[src/rtl/cpu_multicycle_if.sv]
// Instruction and data memory ports of the multicycle core, each a req/ack handshake.
// The core drives through the master modport; the RAM side uses slave.
interface cpu_multicycle_if #(
  parameter int DATA_W = 8,
  parameter int ADDR_W = 8
);
  logic              I_REQ;
  logic [ADDR_W-1:0] I_ADDR;
  logic              I_ACK;
  logic [15:0]       I_DATA;
  logic              D_REQ;
  logic              D_WE;
  logic [ADDR_W-1:0] D_ADDR;
  logic [DATA_W-1:0] D_WDATA;
  logic              D_ACK;
  logic [DATA_W-1:0] D_RDATA;

  modport master (
    output I_REQ, I_ADDR, D_REQ, D_WE, D_ADDR, D_WDATA,
    input  I_ACK, I_DATA, D_ACK, D_RDATA
  );

  modport slave (
    input  I_REQ, I_ADDR, D_REQ, D_WE, D_ADDR, D_WDATA,
    output I_ACK, I_DATA, D_ACK, D_RDATA
  );
endinterface

[src/rtl/cpu_multicycle.sv]
// Multicycle 16-bit-ISA core: FETCH/DECODE/EXEC/MEM/WB state machine with 8 x DATA_W registers.
// Every memory access waits for its ack, so wait-stated RAMs simply stretch FETCH or MEM.
module cpu_multicycle #(
  parameter int DATA_W = 8,
  parameter int ADDR_W = 8
) (
  input  logic              CLK,
  input  logic              RESET,
  input  logic              EN_L,
  cpu_multicycle_if.master  bus,
  output logic [ADDR_W-1:0] PC,
  output logic              HALTED,
  output logic              RETIRE,
  output logic              ILLEGAL
);
  typedef enum logic [2:0] {S_FETCH, S_DECODE, S_EXEC, S_MEM, S_WB, S_HALT} state_t;

  localparam logic [3:0] OP_ALU  = 4'h1;
  localparam logic [3:0] OP_ADDI = 4'h2;
  localparam logic [3:0] OP_LD   = 4'h3;
  localparam logic [3:0] OP_ST   = 4'h4;
  localparam logic [3:0] OP_BZ   = 4'h5;
  localparam logic [3:0] OP_BNZ  = 4'h6;
  localparam logic [3:0] OP_BN   = 4'h7;
  localparam logic [3:0] OP_HALT = 4'hF;

  state_t            state, state_nxt;
  logic [15:0]       ir;
  logic [DATA_W-1:0] regs [8];
  logic [DATA_W-1:0] a_r, b_r, alu_r, mdr;
  logic [ADDR_W-1:0] d_addr_r;
  logic [DATA_W-1:0] d_wdata_r;
  logic              en_l_q, retire_r;

  logic [3:0]        op;
  logic [2:0]        dr, sa, sb, fs;
  logic [DATA_W-1:0] imm_ext, alu_b, alu_y;
  logic [2:0]        alu_fs;
  logic [ADDR_W-1:0] off_ext, pc_seq, pc_br;
  logic              br_taken, illegal_op, resume;

  assign op = ir[15:12];
  assign dr = ir[11:9];
  assign sa = ir[8:6];
  assign sb = ir[5:3];
  assign fs = ir[2:0];

  assign imm_ext    = DATA_W'({{DATA_W{ir[5]}}, ir[5:0]});
  assign off_ext    = ADDR_W'({{ADDR_W{ir[5]}}, ir[5:0]});
  assign pc_seq     = PC + ADDR_W'(2);
  assign pc_br      = pc_seq + (off_ext << 1);
  assign illegal_op = op[3] && (op != OP_HALT);
  assign resume     = (state == S_HALT) && en_l_q && !EN_L;

  // Non-ALU opcodes reuse the adder for ADDI and address calculation.
  assign alu_b  = (op == OP_ALU) ? b_r : imm_ext;
  assign alu_fs = (op == OP_ALU) ? fs  : 3'd0;

  always_comb begin
    alu_y = '0;
    case (alu_fs)
      3'd0: alu_y = a_r + alu_b;
      3'd1: alu_y = a_r - alu_b;
      3'd2: alu_y = a_r & alu_b;
      3'd3: alu_y = a_r | alu_b;
      3'd4: alu_y = a_r ^ alu_b;
      3'd5: alu_y = a_r << 1;
      3'd6: alu_y = a_r >> 1;
      default: alu_y = a_r;
    endcase
  end

  always_comb begin
    br_taken = 1'b0;
    case (op)
      OP_BZ:   br_taken = (a_r == '0);
      OP_BNZ:  br_taken = (a_r != '0);
      OP_BN:   br_taken = a_r[DATA_W-1];
      default: br_taken = 1'b0;
    endcase
  end

  always_ff @(posedge CLK or posedge RESET) begin
    if (RESET) state <= S_FETCH;
    else       state <= state_nxt;
  end

  always_comb begin
    state_nxt = state;
    case (state)
      S_FETCH:  if (bus.I_ACK) state_nxt = S_DECODE;
      S_DECODE: state_nxt = S_EXEC;
      S_EXEC: begin
        case (op)
          OP_LD, OP_ST:    state_nxt = S_MEM;
          OP_ALU, OP_ADDI: state_nxt = S_WB;
          OP_HALT:         state_nxt = S_HALT;
          default:         state_nxt = S_FETCH;
        endcase
      end
      S_MEM:    if (bus.D_ACK) state_nxt = (op == OP_LD) ? S_WB : S_FETCH;
      S_WB:     state_nxt = S_FETCH;
      S_HALT:   if (resume) state_nxt = S_FETCH;
      default:  state_nxt = S_FETCH;
    endcase
  end

  // The state register parks in FETCH during reset, so I_REQ alone needs the reset gate.
  always_comb begin
    bus.I_REQ   = (state == S_FETCH) && !RESET;
    bus.I_ADDR  = PC;
    bus.D_REQ   = (state == S_MEM);
    bus.D_WE    = (state == S_MEM) && (op == OP_ST);
    bus.D_ADDR  = d_addr_r;
    bus.D_WDATA = d_wdata_r;
    HALTED      = (state == S_HALT);
    ILLEGAL     = (state == S_EXEC) && illegal_op;
    RETIRE      = retire_r;
  end

  always_ff @(posedge CLK or posedge RESET) begin
    if (RESET) begin
      PC        <= '0;
      ir        <= '0;
      a_r       <= '0;
      b_r       <= '0;
      alu_r     <= '0;
      mdr       <= '0;
      d_addr_r  <= '0;
      d_wdata_r <= '0;
      en_l_q    <= 1'b1;
      retire_r  <= 1'b0;
      for (int i = 0; i < 8; i++) regs[i] <= '0;
    end else begin
      en_l_q   <= EN_L;
      // Resuming from HALT is not a completion: HALT already retired on entry.
      retire_r <= ((state_nxt == S_FETCH) && (state != S_FETCH) && (state != S_HALT)) ||
                  ((state_nxt == S_HALT) && (state != S_HALT));
      case (state)
        S_FETCH: if (bus.I_ACK) ir <= bus.I_DATA;
        S_DECODE: begin
          a_r <= regs[sa];
          b_r <= (op == OP_ST) ? regs[dr] : regs[sb];
        end
        S_EXEC: begin
          alu_r     <= alu_y;
          d_addr_r  <= ADDR_W'(alu_y);
          d_wdata_r <= b_r;
          if (state_nxt == S_FETCH) PC <= br_taken ? pc_br : pc_seq;
        end
        S_MEM: begin
          if (bus.D_ACK) begin
            mdr <= bus.D_RDATA;
            if (op == OP_ST) PC <= pc_seq;
          end
        end
        S_WB: begin
          if (dr != 3'd0) regs[dr] <= (op == OP_LD) ? mdr : alu_r;
          PC <= pc_seq;
        end
        S_HALT: if (resume) PC <= pc_seq;
        default: ;
      endcase
    end
  end
endmodule

[src/flat_wrapper.sv]
// flat-port wrapper written by rule: the top's interface ports become plain ports
module cpu_multicycle_flat 
#(
  parameter int DATA_W = 8,
  parameter int ADDR_W = 8
)
  (CLK, RESET, EN_L, PC, HALTED, RETIRE, ILLEGAL, bus_I_REQ, bus_I_ADDR, bus_D_REQ, bus_D_WE, bus_D_ADDR, bus_D_WDATA, bus_I_ACK, bus_I_DATA, bus_D_ACK, bus_D_RDATA);
  cpu_multicycle_if #(.DATA_W(DATA_W), .ADDR_W(ADDR_W)) bus_i ();
  input  logic CLK;
  input  logic RESET;
  input  logic EN_L;
  output logic [ADDR_W-1:0] PC;
  output logic HALTED;
  output logic RETIRE;
  output logic ILLEGAL;
  output wire logic [$bits(bus_i.I_REQ)-1:0] bus_I_REQ;
  output wire logic [$bits(bus_i.I_ADDR)-1:0] bus_I_ADDR;
  output wire logic [$bits(bus_i.D_REQ)-1:0] bus_D_REQ;
  output wire logic [$bits(bus_i.D_WE)-1:0] bus_D_WE;
  output wire logic [$bits(bus_i.D_ADDR)-1:0] bus_D_ADDR;
  output wire logic [$bits(bus_i.D_WDATA)-1:0] bus_D_WDATA;
  input wire logic [$bits(bus_i.I_ACK)-1:0] bus_I_ACK;
  input wire logic [$bits(bus_i.I_DATA)-1:0] bus_I_DATA;
  input wire logic [$bits(bus_i.D_ACK)-1:0] bus_D_ACK;
  input wire logic [$bits(bus_i.D_RDATA)-1:0] bus_D_RDATA;
  assign bus_I_REQ = bus_i.I_REQ;
  assign bus_I_ADDR = bus_i.I_ADDR;
  assign bus_D_REQ = bus_i.D_REQ;
  assign bus_D_WE = bus_i.D_WE;
  assign bus_D_ADDR = bus_i.D_ADDR;
  assign bus_D_WDATA = bus_i.D_WDATA;
  assign bus_i.I_ACK = bus_I_ACK;
  assign bus_i.I_DATA = bus_I_DATA;
  assign bus_i.D_ACK = bus_D_ACK;
  assign bus_i.D_RDATA = bus_D_RDATA;
  cpu_multicycle #(.DATA_W(DATA_W), .ADDR_W(ADDR_W)) u_core (.CLK(CLK), .RESET(RESET), .EN_L(EN_L), .bus(bus_i), .PC(PC), .HALTED(HALTED), .RETIRE(RETIRE), .ILLEGAL(ILLEGAL));
endmodule
[config.mk]
export PLATFORM = sky130hd
export DESIGN_NAME = cpu_multicycle_flat
export DESIGN_NICKNAME = d
export VERILOG_FILES = /design/src/rtl/cpu_multicycle_if.sv /design/src/rtl/cpu_multicycle.sv /design/src/flat_wrapper.sv
export SDC_FILE = /design/constraint.sdc
export NUM_CORES = 1
export LEC_CHECK = 0
export CAP_MARGIN = 25
export CELL_PAD_IN_SITES_DETAIL_PLACEMENT = 1
export CELL_PAD_IN_SITES_GLOBAL_PLACEMENT = 1
export CORE_MARGIN = 5
export CORE_UTILIZATION = 51
export CTS_BUF_LIST = sky130_fd_sc_hd__clkbuf_2 sky130_fd_sc_hd__clkbuf_4 sky130_fd_sc_hd__clkbuf_8
export DETAILED_ROUTE_END_ITERATION = 8
export PLACE_DENSITY = 0.87
export SKIP_LAST_GASP = 1
export SYNTH_ARGS = -nofsm -noshare
export SYNTH_HDL_FRONTEND = slang
export SYNTH_SLANG_ARGS = --single-unit
[constraint.sdc]
create_clock -name CLK -period 7.7 [get_ports CLK]
set_input_delay 1.54 -clock CLK [delete_from_list [all_inputs] [get_ports CLK]]
set_output_delay 1.54 -clock CLK [all_outputs]
set_load 0.01 [all_outputs]
==> reports/metrics.cfg <==
[worst_setup_path]
worstPathArrival_ps = 2790
regToRegSetupSlack_ps = 3890
cp.required_ps = 6160
max_stage_delay_ps = 590
cp_top_family = buffers and inverters
setup.worst_path.class = in2out
cp_max_fo = 2
cp_num_buf_inv = 2
crit_path_end_kind = primary output
path_cells = clkdlybuf4s50_1 -> nor4_1 -> clkdlybuf4s50_1
start_kind = input port
slowest_stage = clkdlybuf4s50_1
cpMostUsedCell = clkdlybuf4s50_1

[floorplanning]
core_area_um2 = 16400
die_area_um2 = 19200
initial_utilization_pct = 51.4
die_w_um = 139
rows = 47
die_height_um = 139
io_pins = 67

[timing]
min_period_ps = 4330
setup_viol = 0
grt_setup_unrepaired = no
max_freq_mhz = 231
worstMarginPinSlew_ps = 1050
final_max_slew_viol_count = 0
hold_viol_final = 0
skew_ps = 17.4
slew_headroom_pct = 30.2
final.setup.tns_ps = 0
fin_crit_sh_pct = 56.2

[global_routing]
grt_pass1_wl_mm = 41.2
use_met1_pct = 32.2
met3_usage_pct = 5.21
top_usage_layer = met2
overflow = 0
grt_usage_pct = 27.0
grt_max_degree = 72
use_met2_pct = 48.5
grt_pass1_vias = 7642
antenna_found_initial = 0

[synth]
synth_xor_area_share_pct = 2.03
syn-instance-count = 855
ys_async_sr_fraction_pct = 100
syn_area_um2 = 8430
syn_avg_cell_area_um2 = 9.86
synth.mux.area_fraction_pct = 19.9
synth_area_leaders = dfrtp_1, mux4_2, nand2_1, o21ai_0, ha_1
synth_cell_types = 68
synth_top_family_by_area = multiplexers
synth-simple-area-share_pct = 14.4
synth-edff-count = 0
yosys.area.top_type = dfrtp_1
synth-compound-area-share_pct = 14.5
synthAdderAreaFrac_pct = 4.48
synth_top_area_share_pct = 38.9
synth_warnings = 0
yosysSeqAreaShare_pct = 39.2
ys_ff_latch = 132
synth_flop_cell = dfrtp_1

[drt]
drt-initial-drc-count = 571
drt-total-wl_mm = 25.6
wl_per_cell_um = 23.1
drt_first_pass_iters = 5
avgViaCountPerCell = 6.22
vias = 6892
ant_nets = 0
route.detailed.drc = 0

[power_and_ir_drop]
powerDensity_nw_per_um2 = 461
p_leak_nw = 4.04
fin_total_pwr_mw = 4.40
ir_drop_v = 0.000207

[cts]
cts_tree = yes
post_cts_buffers = 0
worstSkewPairLatency_ps = 470
post_cts_resized = 0
ctsHoldBuffers = 0
cts_root_buffer = clkbuf_8
numCtsBuffers = 17
clock_path_buffers = 2
cts.sinks = 132
htreeDepth = 4
clk_pin_slew_ps = 70

[cells_and_area]
drive_above_1_share_pct = 15.3
design_area_um2 = 9540
final_cells = 1108
syn2layout_area_growth_pct = 13.2
multi_input_area_um2 = 4690
antenna_cells = 0
n_fill_cell = 1822
num-nets-final = 933
register_area_um2 = 3300

[placement]
io_buffers = 64
dpl.hpwl_mm = 17.5
post_dp_cell_area_um2 = 9100
dp.cells = 1074
gp_congestion = 0.902

[job]
cap_violations = 0

[run_status]
outcome = finished clean

[hold_path]
hp-class = reg2reg

==> logic make-up (layout without fill, tap and decap cells) <==
| kind of cell | after synthesis | after routing |
|---|---|---|
| compound gates | 204 | 204 |
| simple gates | 261 | 261 |
| fa+ha+maj | 29 | 29 |
| mux | 104 | 104 |
| other cells | 1 | 2 |
| xor+xnor | 18 | 18 |
| flops | 132 | 132 |
| buf+inv | 106 | 138 |
==> layout by cell type (no fill, tap or decap), types with 5 or more instances in the layout <==
cell type          n
a21oi_1           42
inv_1             28
a22o_1             5
ha_1              27
clkbuf_4           5
mux4_2            48
nand2_1          144
clkdlybuf4s50_1   64
clkbuf_8          17
clkinv_2           5
o21ai_0          103
or3_1              7
o31ai_1            5
mux2_2            28
nor3_1             6
buf_4             10
o221ai_1           5
nand3_1            8
a22oi_1            5
dfrtp_1          131
and3_1             5
mux2i_1           28
nor2_1            46
nand3b_1           8
a31oi_1            6
xnor2_1           13
nor2b_1            6
==> state kept, by name, summed over array words and instances (netlist names) <==
signal and flops:
u_core.mdr 8, u_core.state 3, u_core.RETIRE 1, u_core.a_r 8, u_core.en_l_q 1, u_core.b_r 8, u_core.alu_r 8, u_core.bus.D_WDATA 8
u_core.ir 16, u_core.regs 64, u_core.PC 7
==> metrics by stage <==
stage | setup slack, ps | hold slack [ps] | utilization (%)
final | 3370 | 426 | 58.1
after global placement | 3390 | 396 | 55.5
after floorplan | 2640 | 458 | -
after CTS | 3360 | 427 | 57.8
after detailed placement | 3360 | 408 | 55.5
after global routing | 3300 | 446 | 58.1
==> cell usage after synthesis, types with 11 or more instances <==
master / number
nand2_1: 144
dfrtp_1: 131
o21ai_0: 103
clkbuf_1: 48
mux4_2: 48
nor2_1: 46
a21oi_1: 42
inv_1: 29
mux2_2: 28
mux2i_1: 28
ha_1: 27
xnor2_1: 13
buf_2: 11
==> power breakdown <==
part	internal, mW	switching (mW)
clock network	0.302	0.283
logic	1.13	1.26
registers	0.953	0.473
==> area by class of cell <==
cell class / instances / area share (%)
clock inverter: 10 / 1.14
inverter: 30 / 1.21
clock buffer: 22 / 2.85
multi-input combinational: 618 / 49.2
tap: 220 / 2.89
timing repair buffer: 76 / 8.08
sequential: 132 / 34.6
==> per-layer routing <==
layer	vias to the layer above	share of wire [%]
met5	-	0
met4	0	2.9
li1	3098	-
met1	3540	41
met3	65	4.0
met2	189	52
==> path summary, 6_finish.rpt <==
path | from | endpoint | cells after the start
hold / removal | u_core.regs[60] | u_core.regs[60] | 0
max in group asynchronous | RESET | u_core.regs[37] | 3
setup / recovery | RESET | bus_I_REQ | 3
hold reg to reg | u_core.regs[60] | u_core.regs[60] | 0
min in group asynchronous | RESET | u_core.PC[6] | 2
setup reg to reg | u_core.ir[1] | u_core.alu_r[6] | 12
(Power assumes the default switching activity.)
